--- src/rtl/out_fifo_arbiter.sv ---
// Two-requester, packet-atomic round-robin arbiter for the FPGA->FT2232 output FIFO write port.
// Packets that stall or run past MAX_PKT_BYTES are aborted and flagged on a one-cycle abort_o pulse.
module out_fifo_arbiter #(
   parameter int MAX_PKT_BYTES = 64,
   parameter int STALL_CLKS    = 255
) (
   input  logic        clk_i,
   input  logic        reset_n_i,
   input  logic [1:0]  req_valid_i,
   input  logic [15:0] req_data_i,
   input  logic [1:0]  req_last_i,
   output logic [1:0]  req_ready_o,
   output logic        wr_out_fifo_en_o,
   output logic [7:0]  wr_out_fifo_data_o,
   input  logic        wr_out_fifo_full_i,
   input  logic        wr_out_fifo_afull_i,
   output logic [1:0]  grant_o,
   output logic        abort_o
);

   typedef enum logic [1:0] {ARB, XFER, DRAIN} state_t;

   localparam logic [7:0] MAX_BYTES = 8'(MAX_PKT_BYTES);
   localparam logic [7:0] STALL_LIM = 8'(STALL_CLKS);

   state_t     state;
   logic       owner;
   logic       last_grant;
   logic [7:0] byte_cnt;
   logic [7:0] stall_cnt;

   logic       own_valid;
   logic       own_last;
   logic [7:0] own_data;
   logic       accept;
   logic       pick;
   logic [7:0] byte_inc;
   logic [7:0] stall_inc;

   function automatic logic [7:0] sat_inc(input logic [7:0] v);
      return (v == 8'hFF) ? v : v + 8'd1;
   endfunction

   assign own_valid = req_valid_i[owner];
   assign own_last  = req_last_i[owner];
   assign own_data  = owner ? req_data_i[15:8] : req_data_i[7:0];
   assign byte_inc  = sat_inc(byte_cnt);
   assign stall_inc = sat_inc(stall_cnt);

   // With both requesting, the one that did not own the last packet wins.
   assign pick = (req_valid_i == 2'b11) ? ~last_grant : req_valid_i[1];

   always_comb begin
      req_ready_o        = 2'b00;
      wr_out_fifo_en_o   = 1'b0;
      wr_out_fifo_data_o = 8'h00;
      case (state)
         XFER: begin
            req_ready_o[owner] = ~wr_out_fifo_full_i;
            wr_out_fifo_en_o   = own_valid & ~wr_out_fifo_full_i;
            wr_out_fifo_data_o = own_data;
         end
         DRAIN: begin
            req_ready_o[owner] = 1'b1;
         end
         default: begin
         end
      endcase
   end

   assign accept = own_valid & req_ready_o[owner];

   always_ff @(posedge clk_i or negedge reset_n_i) begin
      if (!reset_n_i) begin
         state      <= ARB;
         owner      <= 1'b0;
         last_grant <= 1'b1;
         byte_cnt   <= 8'd0;
         stall_cnt  <= 8'd0;
         grant_o    <= 2'b00;
         abort_o    <= 1'b0;
      end else begin
         abort_o <= 1'b0;
         case (state)
            ARB: begin
               if (!wr_out_fifo_afull_i && (req_valid_i != 2'b00)) begin
                  owner     <= pick;
                  grant_o   <= pick ? 2'b10 : 2'b01;
                  state     <= XFER;
                  byte_cnt  <= 8'd0;
                  stall_cnt <= 8'd0;
               end
            end
            XFER, DRAIN: begin
               if (accept) begin
                  byte_cnt  <= byte_inc;
                  stall_cnt <= 8'd0;
                  if (own_last) begin
                     state      <= ARB;
                     last_grant <= owner;
                     grant_o    <= 2'b00;
                  end else if ((state == XFER) && (byte_inc == MAX_BYTES)) begin
                     // Over-length: keep ownership and swallow the tail up to last.
                     abort_o <= 1'b1;
                     state   <= DRAIN;
                  end
               end else begin
                  stall_cnt <= stall_inc;
                  if (stall_inc == STALL_LIM) begin
                     abort_o    <= 1'b1;
                     state      <= ARB;
                     last_grant <= owner;
                     grant_o    <= 2'b00;
                  end
               end
            end
            default: begin
               state   <= ARB;
               grant_o <= 2'b00;
            end
         endcase
      end
   end

endmodule

--- config.mk ---
export PLATFORM = sky130hd
export DESIGN_NAME = out_fifo_arbiter
export DESIGN_NICKNAME = d
export VERILOG_FILES = /design/src/rtl/out_fifo_arbiter.sv
export SDC_FILE = /design/constraint.sdc
export NUM_CORES = 1
export LEC_CHECK = 0
export BUFFER_PORTS_ARGS = -buffer_cell sky130_fd_sc_hd__buf_2
export CORE_ASPECT_RATIO = 1.1
export CORE_UTILIZATION = 35
export DETAILED_ROUTE_END_ITERATION = 10
export PLACE_DENSITY = 0.61
export SYNTH_ARGS = -nofsm -noshare
export SYNTH_HDL_FRONTEND = slang
export SYNTH_SLANG_ARGS = --single-unit
--- constraint.sdc ---
create_clock -name clk_i -period 5 [get_ports clk_i]
set_clock_uncertainty 0.05 [all_clocks]
set_input_delay 1 -clock clk_i [delete_from_list [all_inputs] [get_ports clk_i]]
set_output_delay 1 -clock clk_i [all_outputs]
set_load 0.02 [all_outputs]
==> Word-level counts from Yosys, hierarchy flattened <==
Index checks and enable logic that the tools add are counted.
{ "totals": {"output_inout_bits": 14, "regBits": 23, "inputBits": 24, "word_cells": 83} }
{ "classes": {"mux": 39, "eq_ne": 13, "magnitude_cmp": 2, "bitwise_logic": 5, "n_reduce_logical": 15, "addsub": 2} }
{ "op_table": {"columns": ["operator", "count"], "rows": [
  ["$mux W8", 7],
  ["$pmux W8 S2", 2],
  ["$eq A8 B8 Y1 const B", 3],
  ["$mux W2", 9],
  ["$mux W1", 17],
  ["$add A8 B1 Y8 const B", 2],
  ["$pmux W2 S2", 3],
  ["$reduce_and A3 Y1", 4],
  ["$eq A8 B7 Y1 const B", 1],
  ["$ne A2 B2 Y1 const B", 3],
  ["$ne A3 B3 Y1 const B", 2],
  ["$reduce_bool A2 Y1", 3],
  ["$eq A2 B2 Y1 const B", 2],
  ["$ne A4 B4 Y1 const B", 1],
  ["$reduce_and A2 Y1", 2],
  ["$logic_and A1 B1 Y1", 3],
  ["$and A1 B1 Y1", 2],
  ["$and A2 B2 Y2", 1],
  ["$eq A2 B1 Y1 const B", 1],
  ["$logic_not A2 Y1", 1],
  ["$lt A1 B2 Y1 const B", 1],
  ["$not A1 Y1", 2],
  ["$reduce_or A2 Y1", 1],
  ["$demux W1 S1", 1],
  ["other kinds (2)", 2]
]} }

==> Depth between registers and ports, before layout <==
Gate-level depths: netlist (run 1).
{ "logic_depth": {"word_depth": 11, "ltp_mapped": 9, "mapped_depth_nobuf": 8} }

==> Worst setup path after synthesis (run 1) <==
OpenSTA, ideal clock, no wires.
{ "synth_timing": {"kind": "input-to-output", "startpoint": "in wr_out_fifo_full_i", "endpoint": "out req_ready_o[0]", "setup_slack_ps": 2370, "t_required_ps": 3950, "stages": 3, "arrival_time_ps": 1580, "n_path_buf": 0, "cell_sequence": "nor2b_1 o21ai_0 nor2_1"} }
{ "synth_between": {"elab_chain_len": 3} }
{ "synth_rtl": {"columns": ["element", "line", "text"], "rows": [
  ["start: declaration", "15", "input logic wr_out_fifo_full_i,"],
  ["$not A1 Y1", "59", "req_ready_o[owner] = ~wr_out_fifo_full_i;"],
  ["$and A2 B2 Y2 (no line)", null, null],
  ["$pmux W2 S2", "57", "case (state)"],
  ["end: declaration", "12", "output logic [1:0] req_ready_o,"]
]} }
No other way between the ends.

==> Worst setup path in the final report (run 1) <==
{ "layout_timing": {"startpoint": "reg state[1]", "endpoint": "out req_ready_o[0]"} }
{ "layout_between": {"elab_chain_len": 2, "word_cells_on_any_way": 3, "cone_classes": "2 x eq/ne; 1 x mux"} }
{ "layout_rtl": {"columns": ["element", "line", "text"], "rows": [
  ["start: declaration", "26", "state_t state;"],
  ["start signal: assignment", "75", "state <= ARB;"],
  ["start signal: assignment", "89", "state <= XFER;"],
  ["start signal: assignment", "99", "state <= ARB;"],
  ["$eq A2 B2 Y1 or $eq A2 B1 Y1 (tied branches)", "57", null],
  ["$pmux W2 S2 (*)", "57", null]
]} }
Every way passes the cells marked *; elsewhere a longest branch is shown, timed or not.

==> results by group, run 1 <==
Timing
  • Max-slew violations: 0
  • Tmin final: 2840 ps
  • RSZ-0062 raised after global routing: false
  • Endpoints failing setup: 0
  • Final Hold Vio Count: 0
  • Setup TNS: 0 ps
  • Slew @ Worst Pin: 652 ps
  • Fmax: 0.352 GHz
  • Fin crit share: 0.567
  • Worst slew margin: 0.563

CTS
  • CTS tree: yes
  • CTS-repair resized insts: 0
  • # hold bufs at CTS: 0
  • Post-CTS Setup Inserts: 0
  • CTS root buffer: clkbuf_8
  • Skew-Pair Late Insertion Delay: 260 ps
  • Max H-tree Level: 1
  • Maximum buffer depth of the clock tree: 2
  • Clk slew on worst S/H paths: 80 ps
  • CTS Buf Count: 3
  • # clock sinks: 23

Hold path
  • Worst hold path class: flip-flop to flip-flop
  • Min-Delay Startpoint: grant_o[0]$_DFFE_PN0P_

Die
  • Core Area: 5130 µm²
  • Site row count: 27
  • I/O pin count: 38
  • Horiz. Die Dim: 72.7 µm
  • Die area: 5800 µm²
  • Initial Util: 0.375
  • Height of the die: 79.7 µm

Routing
  • Starting DRT DRC Count: 102
  • WL/cell: 12.6 µm
  • Final wirelength: 4030 µm
  • Final ANT Viol Nets: 0
  • Via count: 1671
  • DRC: 0
  • Vias per std cell: 5.22
  • TritonRoute pass-1 iters: 4

Worst setup path
  • Kind of critical path: flip-flop to primary output
  • Crit end category: primary output
  • Crit. Startpoint: state[1]$_DFFE_PN0P_
  • Worst R2R Start: stall_cnt[0]$_DFFE_PN0P_
  • WP data arrival: 1790 ps
  • CP Max Fanout: 10
  • Startpoint types: flip-flop
  • CP required: 3950 ps

Placement
  • Dpl cells: 316
  • GPL Wtd Cong: 0.825
  • DP HPWL: 3110 µm
  • IO buf count: 37

Finish
  • Inserted Diodes: 0
  • Area Growth Syn to Fin: 11.1%
  • Net count, final: 280
  • Share of cells above drive strength 1: 0.234
  • Final core utilization: 0.416
  • Finished Layout Cells: 320

Yosys
  • Seq/Total Area, Yosys: 0.300
  • Dominant synthesized flop cell: dfrtp_1
  • Yosys warning count: 0
  • Top cells by area, synth: dfrtp_1 (29%), mux2i_1 (5.2%), a21oi_1 (4.7%)
  • Mapped Cells: 221
  • #FFs+latches synth: 23
  • Post-synth EDFFs: 0
  • Cell taking the most area after synthesis: dfrtp_1
  • Distinct cell type count after synthesis: 58
  • Syn_area_per_cell: 8.70 µm²
  • Most frequent cell after synthesis: dfrtp_1
  • Share of flip-flops with an asynchronous set or reset: 1.00
  • Syn Std Cell Area: 1920 µm²
  • Top cell type's share of synthesized area: 0.286
  • Syn Nets: 252
  • Top post-synthesis cells by count: dfrtp_1 (22), nand2_1 (20), a21oi_1 (18), nor2_1 (17), nor2b_1 (12)

Pwr
  • Pwr dens: 395 nW/µm²
  • Max IR drop VDD: 0.252 mV
  • Total power: 0.844 mW
  • Total leakage power: 0.920 nW

GRT
  • GRT Total Usage: 0.148
  • Largest net degree at the start of global routing: 24
  • Antenna violations before repair: 0
  • First-pass GRT wire length: 6890 µm
  • Vias in the first global route: 1481
  • GR Overflow Total: 0

Outcome
  • Status: complete, no violations

Run
  • Max-capacitance violation count: 0
final cells by class:
cell class                 count  area, µm²
fill                         546       3000
multi-input combinational    172       1190
sequential                    23        577
timing repair buffer          38        193
tap                           72       90.1
clock buffer                   4       45.0
inverter                      11       41.3
critical path, stage by stage, from the launching register on:
cell and delay [ps]:
dfrtp_1 420, inv_1 110, ha_1 330, nor2b_1 270, o21ai_0 130, nor2_1 100
buf_2 180
metal layers:
layer	vias up	global-route usage	wire length, µm
met5	-	0	0
met4	0	0.0353	17
met3	2	0.0189	95
met2	25	0.249	1950
met1	783	0.200	1960
li1	861	-	-
per-stage QoR:
stage | setup WS (ps) | hold slack, ps | cell area, µm²
after floorplan | 2370 | 466 | 1920
after global placement | 2190 | 434 | 2090
after detailed placement | 2150 | 437 | 2090
after CTS | 2140 | 460 | 2140
after global routing | 1980 | 481 | 2140
final | 2160 | 456 | 2140
state kept, by name, summed over array words and instances, names as in the netlist:
signal	cells
owner	1
grant_o	2
stall_cnt	8
byte_cnt	8
state	2
last_grant	1
abort_o	1
cells in the final DEF (no fill, tap or decap), drive strengths merged, types with 3 or more instances in the layout:
cell | netlist | final
buf | 13 | 38
dfrtp | 22 | 22
nand2 | 20 | 20
a21oi | 19 | 19
nor2 | 17 | 17
nor2b | 12 | 12
o21ai | 12 | 12
inv | 11 | 11
mux2i | 10 | 10
nand4 | 9 | 9
nand3 | 9 | 9
ha | 7 | 7
mux2 | 6 | 6
a31oi | 5 | 5
a21boi | 4 | 4
o31ai | 4 | 4
clkbuf | 2 | 4
nor3 | 3 | 3
kinds of logic after synthesis:
group                      share of synthesized area
and+or+nand+nor                                0.248
adders and majority gates                     0.0455
buffers and inverters                         0.0807
muxes                                         0.0891
AOI/OAI and AO/OA                              0.237
DFF                                            0.300
worst paths after layout:
| kind | end | slack [ps] | cells past startpoint |
|---|---|---|---|
| worst max-delay path | req_ready_o[0] | 2160 | 6 |
| worst max register to register | last_grant$_DFFE_PN1P_ | 2430 | 7 |
| worst min-delay path | grant_o[0]$_DFFE_PN0P_ | 460 | 1 |
| max in group asynchronous | last_grant$_DFFE_PN1P_ | 3890 | 1 |
| min in group asynchronous | stall_cnt[1]$_DFFE_PN0P_ | 650 | 1 |
| worst min register to register | grant_o[0]$_DFFE_PN0P_ | 460 | 1 |
power breakdown:
group	switching [mW]	internal (mW)	leakage [nW]	total, mW
Sequential	0.0677	0.223	0.307	0.291
Clock	0.0589	0.0568	0.0228	0.116
Combinational	0.247	0.190	0.591	0.437
Total	0.374	0.470	0.920	0.844
Power figures use the tool's default switching activity.
==> inputs of run 2 (changes only) <==
- clock period: 5 -> 2.75 ns (I/O delays scaled with it)
==> results by group, run 2 (synthesis gave the netlist of run 1 again) <==
Timing
  • Fmax: 0.403 GHz
  • Slew @ Worst Pin: 528 ps
  • Hold slack: 205 ps
  • Final worst setup slack: 272 ps
  • Worst slew margin: 0.648
  • Fin crit share: 0.901
  • Setup TNS: 0 ps
  • Max-slew violations: 0
  • RSZ-0062 raised after global routing: false
  • Endpoints failing setup: 0
  • Final Hold Vio Count: 0
  • Tmin final: 2480 ps

Die
  • I/O pin count: 38
  • Die area: 5800 µm²
  • Height of the die: 79.7 µm
  • Horiz. Die Dim: 72.7 µm
  • Core Area: 5130 µm²
  • Site row count: 27
  • Initial Util: 0.375

Routing
  • DRC: 0
  • Via count: 1702
  • Final wirelength: 4210 µm
  • TritonRoute pass-1 iters: 4
  • Starting DRT DRC Count: 103
  • Final ANT Viol Nets: 0
  • Vias per std cell: 5.25
  • WL/cell: 13.0 µm

Finish
  • Final core utilization: 0.422
  • Net count, final: 284
  • Share of cells above drive strength 1: 0.250
  • Largest regs: byte_cnt x8, stall_cnt x8
  • Commonest non-fill, non-tap cell in the layout: buf_2
  • Post-route cell area: 2170 µm²
  • Finished Layout Cells: 324
  • Inserted Diodes: 0
  • Area Growth Syn to Fin: 12.8%
  • Most frequent cells in the layout: buf_2 (37), dfrtp_1 (22), nand2_1 (20)

Pwr
  • Sw frac: 0.442
  • P_int: 0.880 mW
  • Logic pwr share: 0.556
  • Net Sw Power: 0.698 mW
  • Total leakage power: 0.943 nW
  • Pwr dens: 728 nW/µm²
  • Clock power share: 0.134
  • Max IR drop VDD: 0.437 mV
  • Total power: 1.58 mW
  • Seq pwr share: 0.311

Placement
  • IO buf count: 37
  • DP HPWL: 3190 µm
  • Pre-CTS WS: 275 ps
  • Post-Place Cell Area: 2120 µm²
  • Dpl cells: 320
  • GPL Wtd Cong: 0.840

Worst setup path
  • Crit end category: flip-flop
  • Kind of critical path: flip-flop to flip-flop
  • Startpoint types: flip-flop
  • CP required: 2900 ps
  • CP Max Fanout: 10
  • WP data arrival: 2620 ps

Outcome
  • Status: complete, no violations

CTS
  • # clock sinks: 23
  • CTS root buffer: clkbuf_8
  • CTS tree: yes
  • CTS Buf Count: 3
  • Max H-tree Level: 1
  • # hold bufs at CTS: 0
  • CTS-repair resized insts: 0
  • Post-CTS Setup Inserts: 0
  • Clk slew on worst S/H paths: 80 ps
  • Skew-Pair Late Insertion Delay: 260 ps
  • Maximum buffer depth of the clock tree: 2

GRT
  • GRT Total Usage: 0.154
  • First-pass GRT wire length: 7180 µm
  • Vias in the first global route: 1559
  • GR Overflow Total: 0
  • Antenna violations before repair: 0
  • Largest net degree at the start of global routing: 24

Run
  • Max-capacitance violation count: 0

Hold path
  • Worst hold path class: input port to asynchronous set/reset pin
[run 2: cell count changes in the layout (fill, tap and decap cells not counted), sizes merged]
cell / before / now
buf: 38 / 42
clkbuf: 4 / 3
clkinv: 0 / 1
[run 2: path summary, 6_finish.rpt]
path | slack [ps] | endpoint | startpoint | cells past startpoint
worst max register to register | 270 | last_grant$_DFFE_PN1P_ | stall_cnt[0]$_DFFE_PN0P_ | 7
worst min-delay path | 200 | stall_cnt[1]$_DFFE_PN0P_ | reset_n_i | 1
worst min register to register | 450 | grant_o[1]$_DFFE_PN0P_ | grant_o[1]$_DFFE_PN0P_ | 1
max in group asynchronous | 2080 | last_grant$_DFFE_PN1P_ | reset_n_i | 1
min in group clk_i | 450 | grant_o[1]$_DFFE_PN0P_ | grant_o[1]$_DFFE_PN0P_ | 1
worst max-delay path | 270 | last_grant$_DFFE_PN1P_ | stall_cnt[0]$_DFFE_PN0P_ | 7
[run 2: routing by layer]
layer	vias up	GRT usage	wire (µm)
met5	-	0	0
met4	0	0.0392	23
met3	2	0.0189	61
met2	13	0.256	2050
met1	817	0.208	2070
li1	870	-	-
[run 2: layout make-up]
| type | count | area [µm²] |
|---|---|---|
| fill | 532 | 2970 |
| multi-input combinational | 172 | 1190 |
| sequential | 23 | 577 |
| timing repair buffer | 42 | 223 |
| tap | 72 | 90.1 |
| clock buffer | 3 | 41.3 |
| inverter | 11 | 41.3 |
| clock inverter | 1 | 5.00 |
[run 2: worst max-delay path: stages (launching register included)]
cell and delay [ps]:
dfrtp_1 470, ha_1 400, nand3_2 220, nor3_2 230, o32ai_2 130, or3b_1 430
a21oi_2 160, mux2_1 320
[run 2: power groups by stage]
stage                     Combinational, mW  Sequential (mW)  Clock [mW]
final                                 0.877            0.490       0.211
after global routing                  0.961            0.501       0.233
after CTS                             0.881            0.489       0.222
after detailed placement              0.879            0.494           0
after global placement                0.869            0.492           0
after floorplan                       0.684            0.479           0
